## src/rtl/rf_pkg.sv

```systemverilog
// Shared constants, FSM state type and address-legality helper for the register-file write arbiter.
package rf_pkg;

    localparam int RF_DW    = 24;
    localparam int RF_AW    = 4;
    localparam int RF_NREGS = 11;
    localparam logic [RF_AW-1:0] R11_ADDR = 4'd11;

    typedef enum logic {INIT, RUN} rf_wr_state_t;

    // r11 is supplied from outside the file and is never writable, whatever nregs says
    function automatic logic wr_addr_legal(input logic [RF_AW-1:0] addr, input int nregs);
        return (addr != R11_ADDR) && (int'(addr) < nregs);
    endfunction

endpackage

```

## src/rtl/rr_arbiter.sv

```systemverilog
// Combinational round-robin arbiter: the first active request at or after ptr wins.
module rr_arbiter #(
    parameter int N  = 2,
    parameter int PW = (N > 1) ? $clog2(N) : 1
) (
    input  logic [N-1:0]  req,
    input  logic [PW-1:0] ptr,
    output logic [N-1:0]  gnt,
    output logic [PW-1:0] idx
);

    always_comb begin
        gnt = '0;
        idx = '0;
        // walk from farthest to nearest so the nearest active request is assigned last
        for (int k = N - 1; k >= 0; k--) begin
            if (req[(int'(ptr) + k) % N]) begin
                gnt = '0;
                gnt[(int'(ptr) + k) % N] = 1'b1;
                idx = PW'((int'(ptr) + k) % N);
            end
        end
    end

endmodule

```

## src/rtl/rf_write_arbiter.sv

```systemverilog
// Shares the register file's single write port between NREQ writeback sources and clears the file after reset.
// Optional dropped-write counter on err_cnt when RF_WR_ERRCNT_EN is defined.
//
// state | meaning
// INIT  | sweep writes 0 to r0..r(NREGS-1), requesters held off
// RUN   | round-robin arbitration of writeback requests
module rf_write_arbiter
    import rf_pkg::*;
#(
    parameter int NREQ  = 2,
    parameter int NREGS = RF_NREGS,
    parameter int DW    = RF_DW,
    parameter int AW    = RF_AW
) (
    input  logic               clk,
    input  logic               rst,
    input  logic [NREQ-1:0]    req_valid,
    input  logic [NREQ*AW-1:0] req_addr,
    input  logic [NREQ*DW-1:0] req_data,
    output logic [NREQ-1:0]    req_ready,
    output logic               rf_we,
    output logic [AW-1:0]      rf_wa,
    output logic [DW-1:0]      rf_wd,
    output logic               init_busy,
`ifdef RF_WR_ERRCNT_EN
    output logic [7:0]         err_cnt,
`endif
    output logic               illegal
);

    localparam int PW = (NREQ > 1) ? $clog2(NREQ) : 1;

    rf_wr_state_t    state;
    logic [AW-1:0]   cnt;
    logic [PW-1:0]   ptr;
    logic [NREQ-1:0] gnt;
    logic [PW-1:0]   idx;
    logic            grant;
    logic            legal;
    logic [AW-1:0]   sel_addr;
    logic [DW-1:0]   sel_data;

    rr_arbiter #(.N(NREQ), .PW(PW)) u_rr (
        .req (req_valid),
        .ptr (ptr),
        .gnt (gnt),
        .idx (idx)
    );

    assign grant     = (state == RUN) && (|req_valid);
    assign req_ready = grant ? gnt : '0;
    assign sel_addr  = req_addr[int'(idx)*AW +: AW];
    assign sel_data  = req_data[int'(idx)*DW +: DW];
    assign legal     = wr_addr_legal(sel_addr, NREGS);
    assign init_busy = (state == INIT);

    always_ff @(posedge clk or posedge rst) begin
        if (rst) begin
            state   <= INIT;
            cnt     <= '0;
            ptr     <= '0;
            rf_we   <= 1'b0;
            rf_wa   <= '0;
            rf_wd   <= '0;
            illegal <= 1'b0;
        end else begin
            case (state)
                INIT: begin
                    illegal <= 1'b0;
                    if (cnt == AW'(NREGS)) begin
                        rf_we <= 1'b0;
                        state <= RUN;
                    end else begin
                        rf_we <= 1'b1;
                        rf_wa <= cnt;
                        rf_wd <= '0;
                        cnt   <= cnt + AW'(1);
                    end
                end
                RUN: begin
                    // illegal targets are still accepted so the requester never stalls
                    rf_we   <= grant && legal;
                    illegal <= grant && !legal;
                    if (grant) begin
                        ptr <= (int'(idx) == NREQ - 1) ? '0 : idx + PW'(1);
                        if (legal) begin
                            rf_wa <= sel_addr;
                            rf_wd <= sel_data;
                        end
                    end
                end
                default: state <= INIT;
            endcase
        end
    end

`ifdef RF_WR_ERRCNT_EN
    always_ff @(posedge clk or posedge rst) begin
        if (rst) begin
            err_cnt <= '0;
        end else if (state == RUN && grant && !legal && err_cnt != 8'hFF) begin
            err_cnt <= err_cnt + 8'd1;
        end
    end
`endif

endmodule

```

## config.mk

```make
export PLATFORM = sky130hd
export DESIGN_NAME = rf_write_arbiter
export DESIGN_NICKNAME = d
export VERILOG_FILES = /design/src/rtl/rf_pkg.sv /design/src/rtl/rr_arbiter.sv /design/src/rtl/rf_write_arbiter.sv
export SDC_FILE = /design/constraint.sdc
export NUM_CORES = 1
export LEC_CHECK = 0
export CORE_ASPECT_RATIO = 0.5
export CORE_MARGIN = 4
export CORE_UTILIZATION = 30
export CTS_CLUSTER_DIAMETER = 100
export DETAILED_ROUTE_END_ITERATION = 8
export PLACE_DENSITY = 0.62
export SETUP_SLACK_MARGIN = 0.2
export SLEW_MARGIN = 40
export SYNTH_ARGS = -nofsm -noshare
export SYNTH_HDL_FRONTEND = slang
export SYNTH_SLANG_ARGS = --single-unit
```

## constraint.sdc

```tcl
create_clock -name clk -period 1.85 [get_ports clk]
set_input_delay 0.37 -clock clk [delete_from_list [all_inputs] [get_ports clk]]
set_output_delay 0.37 -clock clk [all_outputs]
set_load 0.005 [all_outputs]
```

==> results.yml <==
critical_path:
  cp-end-kind: "output port"
  required_ns: 1.48
  critical_path_class: "reg -> out"
  reg2reg_depth: 5
  arrival_ns: 1.26
  endpoint: "init_busy"
  reg2reg_to: "cnt[1]"
  cp-startpoint: "state"
  r2r_slack_ns: 0.26
  crit_path_start_kind: "flop"
  r2r-start: "cnt[0]"
  path_max_fanout: 2
clock_tree:
  cts_buffers: 5
  cts_hold_buf: 0
  clk_pin_slew_ns: 0.05
  htree_levels: 2
  cts_num_sinks: 36
  clkLatencyLatePin_ns: 0.28
  cts.path.max_buffers: 2
  cts_tree: "done"
  cts-root-buf: "clkbuf_16"
floorplanning:
  io_pins: 93
  fp-row-count: 20
  coreArea_um2: 6160
  dieArea_um2: 7870
  fp.dieW_um: 122
  fp.dieH_um: 64.8
  start_util: 0.314
placement:
  dp_hpwl_um: 4180
  portBuffers: 92
  gp_congestion: 0.845
  place_ws_ns: -0.173
min_path:
  hold_class: "in -> async"
finish:
  antenna_cells: 0
  fin_nets: 345
  area_growth_pct: 70.2
  drive_gt1_frac: 0.200
grt:
  grtUsageTotal: 0.149
  grt_pass1_wl_um: 9470
  overflow: 0
  grt_max_degree: 37
  grt_pass1_vias: 1888
  antenna_found_initial: 0
yosys:
  synth_area_leaders: "dfrtp_1, mux2i_1, nand4_1"
  synth_most_common_cell: "dfrtp_1"
  netlist_instances: 177
  synth-seq-cells: 36
  synthFlopType: "dfrtp_1"
  synthesis.nets: 238
  synth_area_um2: 1930
  synth_edf_count: 0
  yosysSeqAreaShare: 0.466
  yosysUniqueCellTypes: 33
  synth_top_area_cell: "dfrtp_1"
  syn_area_per_cell_um2: 10.9
  synth_top_area_share: 0.466
  ys_warn_count: 0
  synthTopCellsByCount: "dfrtp_1, nand4_1, mux2i_1"
  async_reset_ff_frac: 1.00
timing:
  holdWs_ns: 0.508
  hold_violations: 0
  max_slew_margin: 0.692
  setup_viol: 0
  fin_ws_ns: 0.220
  post-route-period-util: 0.881
  period_needed_ns: 1.63
  rsz0062_at_grt: "true"
  fin_skew_ns: 0.00199
  timing.fmax_ghz: 0.613
  drv_slew: 0
  worst_pin_slew_ns: 0.462
routing:
  post-route-drc-count: 0
  dr_total_vias: 1893
  finalWirelength_um: 6160
  post_drt_wl_per_cell_um: 16.5
  vias_per_cell: 5.08
  drt_iter0_drc: 112
  ant_nets: 0
  drt-pass1-iter-count: 4
pwr:
  power_w: 0.00268
  ir_drop_uv: 556
  p_leak_nw: 1.45
  power_density_nw_per_um2: 813
run_status:
  status: "finished, final reports clean"
flow_run:
  maxCapViolations: 0
## timing repair
| action | in CTS | in global routing |
|---|---|---|
| gates cloned | 0 | 2 |
| gates resized for setup | 7 | 24 |
| buffers inserted | 5 | 2 |
| endpoints found under the setup margin | 21 | 30 |
| pin swaps | 0 | 6 |
## critical path: stages (launching register included)
cell	delay, ns
dfrtp_1	0.39
inv_2	0.07
clkdlybuf4s50_1	0.52
## through the flow
step                 util  std cells  area (um2)  setup TNS (ns)
floorplan               -        177        1930               0
global placement    0.485        356        2980           -2.40
detailed placement  0.485        356        2980           -3.13
CTS                 0.516        369        3180               0
global route        0.535        373        3290               0
finish              0.535        373        3290               0
## logic make-up after synthesis
family | count (synthesis) | synth area share
AO/OA/AOI/OAI | 42 | 0.170
XOR/XNOR | 2 | 0.00906
adder cells (fa/ha/maj) | 1 | 0.00647
buffers and inverters | 21 | 0.0576
flip-flops | 36 | 0.466
multiplexers | 29 | 0.153
AND/OR/NAND/NOR | 46 | 0.138
## flip-flops by register name, indices dropped and copies added (netlist names)
name / flops
rf_wd: 24
cnt: 4
rf_wa: 4
illegal: 1
ptr: 1
rf_we: 1
state: 1
## where the power goes
group          leakage (nW)  internal [W]  switching (W)
Combinational         0.952      0.000520       0.000321
Sequential            0.426      0.000923      0.0000706
Clock                0.0712      0.000537       0.000304
Total                  1.45       0.00198       0.000696
## worst min path at each step
stage                   start         to  slack, ns  cells after the start
floorplan                 ptr        ptr       0.49                      1
global placement     rf_wa[0]   rf_wa[0]       0.50                      1
finish                    rst   rf_wa[1]       0.51                      3
CTS                 rf_wd[20]  rf_wd[20]       0.51                      2
global route         rf_wa[1]   rf_wa[1]       0.53                      1
detailed placement  rf_wd[20]  rf_wd[20]       0.50                      2
## cell usage in the layout (no fill, tap or decap), types with 3 or more instances in the layout
cell type,n
a31oi_1,5
buf_4,17
clkbuf_16,5
dlymetal6s2s_1,4
o21ai_0,16
buf_6,3
nor2_1,7
clkdlybuf4s50_1,84
mux2i_1,24
nand3_1,5
dfrtp_1,36
dlygate4sd2_1,3
nand4_1,25
mux2_2,4
o31ai_1,3
inv_1,3
o31ai_2,9
and2_4,3
## routing by layer
layer  GRT usage  vias to the layer above  wire [um]
met5           0                        -          0
met4      0.0251                        0         51
met3      0.0384                        6        295
met2       0.258                       59       3150
met1       0.190                      935       2670
li1            -                      893          -
## final cells by class
class	count	area [um2]
fillers	552	2870
well taps	88	110
flip-flops and latches	36	901
repair buffers	114	1110
multi-input cells	122	1000
clock buffers	8	146
inverters	5	18.8
(Power assumes the default switching activity.)
==> edit 1 (same flow settings) <==
Set the package constant `RF_AW` to 5 (it was 4).
--- a/src/rtl/rf_pkg.sv
+++ b/src/rtl/rf_pkg.sv
@@ -2,7 +2,7 @@
 package rf_pkg;
 
     localparam int RF_DW    = 24;
-    localparam int RF_AW    = 4;
+    localparam int RF_AW    = 5;
     localparam int RF_NREGS = 11;
     localparam logic [RF_AW-1:0] R11_ADDR = 4'd11;
 
Ports: changed (resized req_addr and rf_wa); port bits go from 93 to 96. The function was not compared with the original's and may differ.
==> edit 1 against the unedited design <==
Maximum frequency decreased by 0.50%; count of clock-buffer cells in the layout decreased by 1; setup slack got worse by 8.3 ps; utilization decreased by 2.0 points; design area increased by 6.8%; global-route usage decreased by 0.65 points; register-to-register slack got worse by 50 ps; via count increased by 3.6%; total power increased by 13%; sequential cell count increased by 2; routed wire length increased by 0.88%; synthesized area increased by 12%.
==> edit 1: results <==
metrics = {
    "run_status": {
        "status": "complete, no violations",
    },
    "worst_setup_path": {
        "crit_type": "reg -> reg",
        "crit_slowest_cell": "dfrtp_1",
        "reg2reg_from": "ptr$_DFFE_PP0P_",
        "cp.arrival_ps": 1840,
        "cp_max_fo": 6,
        "worst_path_largest_cell_delay_ps": 400,
        "cp-endpoint": "rf_wa[1]$_DFFE_PP0P_",
        "critPathTopFamily": "compound AO/OA/AOI/OAI gates",
        "regToRegSetupSlack_ps": 210,
    },
    "synth": {
        "synth_area_leaders": "dfrtp_1 (44%), mux2i_1 (18%), a21boi_0 (4.8%)",
        "synth-compound-area-share_pct": 14.78,
        "synth.mux.area_fraction_pct": 18.01,
        "synth_common_cells": "mux2i_1 (39), dfrtp_1 (38), nand2_1 (28), a21boi_0 (14)",
        "synthAdderAreaFrac_pct": 0.5774,
        "synth_seq_area_share_pct": 43.88,
        "synth_xor_area_share_pct": 1.212,
        "syn-num-nets": 276,
        "synth_top_family_by_area": "multiplexers",
    },
    "final_layout": {
        "fill_cells": 644,
        "nMultiInputCombCells": 150,
        "drive_gt1_share_pct": 11.88,
        "multi_input_area_um2": 1112,
        "regArea_um2": 950.9,
        "inv_count": 11,
        "layout.nonclk_buf_share_pct": 32.08,
        "fin_nets": 382,
        "nNonClkBuffers": 113,
        "reg.largest.list": "rf_wd (24), cnt (5), rf_wa (5)",
        "clock_buffers": 7,
        "clkCellAreaFrac_pct": 4.628,
        "design.seq.count": 38,
    },
    "timing": {
        "slew_headroom_pct": 73.82,
        "holdWs_ps": 371.1,
        "fin_skew_ps": 7.518,
    },
    "place": {
        "dp_slack_ps": -308.6,
        "gp_congestion": 0.8229,
        "io_buffers": 95,
        "hpwlAfterDp_um": 4831,
    },
    "clocking": {
        "cts_buffers": 5,
        "cts_resized": 12,
        "postCtsSetupBuffers": 5,
        "clkLatencyLatePin_ps": 280,
    },
    "global_routing": {
        "grt_usage_pct": 14.23,
        "grt_pass1_vias": 1961,
        "grt_pass1_wl_um": 9646,
        "grt_max_degree": 31,
    },
    "power": {
        "internal_power_w": 0.002258,
        "cellLeakagePower_nw": 1.708,
        "sequentialPower_w": 0.00110,
        "ir_worst_vdd_mv": 0.3522,
    },
    "route": {
        "wire_per_inst_um": 15.09,
        "viasPerCell": 4.760,
        "detailedRoute.firstIterationViolations": 115,
    },
}
## edit 1: metal layers
metal	vias up	track usage [%]	wire length [um]
met5	-	0	0
met4	0	5.159	87
met3	7	3.274	166
met2	28	26.23	3287
met1	960	16.52	2674
li1	966	-	-
## edit 1: cell families (layout without fill, tap and decap cells)
family	count (synthesis)	in the layout
buffers and inverters	25	132
DFF	38	38
muxes	39	39
adders and majority gates	1	1
xor gates and xnor gates	3	3
and+or+nand+nor	65	65
AOI/OAI and AO/OA	42	42
## edit 1: through the flow
step | power [W] | util [%] | cells | TNS [ps] | instance area (um^2)
after floorplan | 0.001463 | - | 213 | 0 | 2167
after global placement | 0.002055 | 48.15 | 399 | -4775 | 3289
after detailed placement | 0.002081 | 48.15 | 399 | -6647 | 3289
after CTS | 0.003052 | 51.21 | 412 | 0 | 3498
after global routing | 0.003187 | 51.45 | 412 | 0 | 3515
final | 0.003019 | 51.45 | 412 | 0 | 3515
==> edit 2 (same flow settings) <==
Without the edit above. Add a define of `RF_WR_ERRCNT_EN`.
--- a/src/rtl/rf_write_arbiter.sv
+++ b/src/rtl/rf_write_arbiter.sv
@@ -4,6 +4,8 @@
 // state | meaning
 // INIT  | sweep writes 0 to r0..r(NREGS-1), requesters held off
 // RUN   | round-robin arbitration of writeback requests
+`define RF_WR_ERRCNT_EN
+
 module rf_write_arbiter
     import rf_pkg::*;
 #(
Check against the original RTL (old outputs only; new: err_cnt): equivalent (equiv_simple and equiv_induct, registers matched by name and starting in step).
==> edit 2 against the unedited design <==
Sequential cell count grew 8; via count grew 11%; maximum frequency shrank 1.4%; setup slack lost 24 ps; synthesized cell count grew 29%; total power grew 25%; routed wire length grew 9.8%; design area grew 21%; combinational power grew 27%; synthesized area grew 18%; highest routed layer unchanged.
==> edit 2: results <==
metrics = {
    "worst_setup_path": {
        "worst_path_largest_cell_delay_ps": 360,
        "critPathTopFamily": "simple AND/OR/NAND/NOR gates",
        "regToRegSetupSlack_ps": 200,
        "crit_slowest_cell": "dfrtp_1",
        "cp-endpoint": "rf_wa[3]$_DFFE_PP0P_",
        "reg2reg_from": "ptr$_DFFE_PP0P_",
        "cp.arrival_ps": 1820,
    },
    "synth": {
        "netlist_instances": 228,
        "synth_xor_area_share_pct": 3.063,
        "synthAdderAreaFrac_pct": 1.094,
        "syn-num-nets": 290,
        "synth-compound-area-share_pct": 10.56,
        "synth.mux.area_fraction_pct": 16.74,
        "synth_area_leaders": "dfrtp_1 (48%), mux2_2 (13%), nand2_1 (6.7%)",
        "ys_types": 32,
        "syn_area_um2": 2287,
        "synth_seq_area_share_pct": 48.14,
    },
    "final_layout": {
        "multi_input_area_share_pct": 29.92,
        "drive_gt1_share_pct": 28.65,
        "finalNonFillerCells": 452,
        "syn_to_final_growth_pct": 74.40,
        "sh_seq_area_pct": 27.70,
        "layout.nonclk_buf_share_pct": 34.69,
        "fin_nets": 417,
        "nMultiInputCombCells": 166,
        "fill_cells": 653,
    },
    "global_routing": {
        "grt_usage_pct": 13.62,
        "grt_max_degree": 45,
        "grt_pass1_vias": 2117,
        "gr-usage-met3_pct": 3.406,
        "met1_usage_pct": 15.73,
        "use_met2_pct": 25.10,
    },
    "timing": {
        "min_period_ps": 1654,
        "fin_skew_ps": 5.870,
        "holdWs_ps": 428.3,
    },
    "power": {
        "ir_worst_vdd_mv": 0.5877,
        "powerDensity_nw_per_um2": 836.2,
        "p_comb_share_pct": 32.2,
        "switching_share_pct": 26.71,
    },
    "route": {
        "drt_wl_total_um": 6764,
        "wl_met3_um": 199,
        "dr_wl_met2_um": 3578,
        "wl_met1_um": 2914,
        "viasPerCell": 4.642,
    },
    "place": {
        "dpl-instance-area_um2": 3527,
        "gp_congestion": 0.7550,
        "dp_cells": 430,
        "io_buffers": 100,
    },
    "run_status": {
        "status": "complete, no violations",
    },
}
edit 2: changes by cell type after synthesis, sizes merged, moves of 10 or more:
cell	delta
mux2i	-21
nand2	+38
o21ai	+10
nand4	-24
mux2	+25
o31ai	-12
edit 2: timing repair:
item                       4_1_cts  5_1_grt
hold buffers                     0        0
gates cloned                     1        4
setup endpoints to repair       39       41
pin swaps                        3        6
buffers inserted                 3        6
resized for setup               22       34
edit 2: how the worst min path moves through the flow:
stage / cells past startpoint / start / endpoint
2_1_floorplan: 1 / err_cnt[5]$_DFFE_PP0P_ / err_cnt[5]$_DFFE_PP0P_
3_3_place_gp: 1 / err_cnt[5]$_DFFE_PP0P_ / err_cnt[5]$_DFFE_PP0P_
3_5_place_dp: 1 / err_cnt[5]$_DFFE_PP0P_ / err_cnt[5]$_DFFE_PP0P_
4_1_cts: 3 / rst / err_cnt[1]$_DFFE_PP0P_
5_1_grt: 3 / rst / err_cnt[1]$_DFFE_PP0P_
6_report: 3 / rst / err_cnt[3]$_DFFE_PP0P_
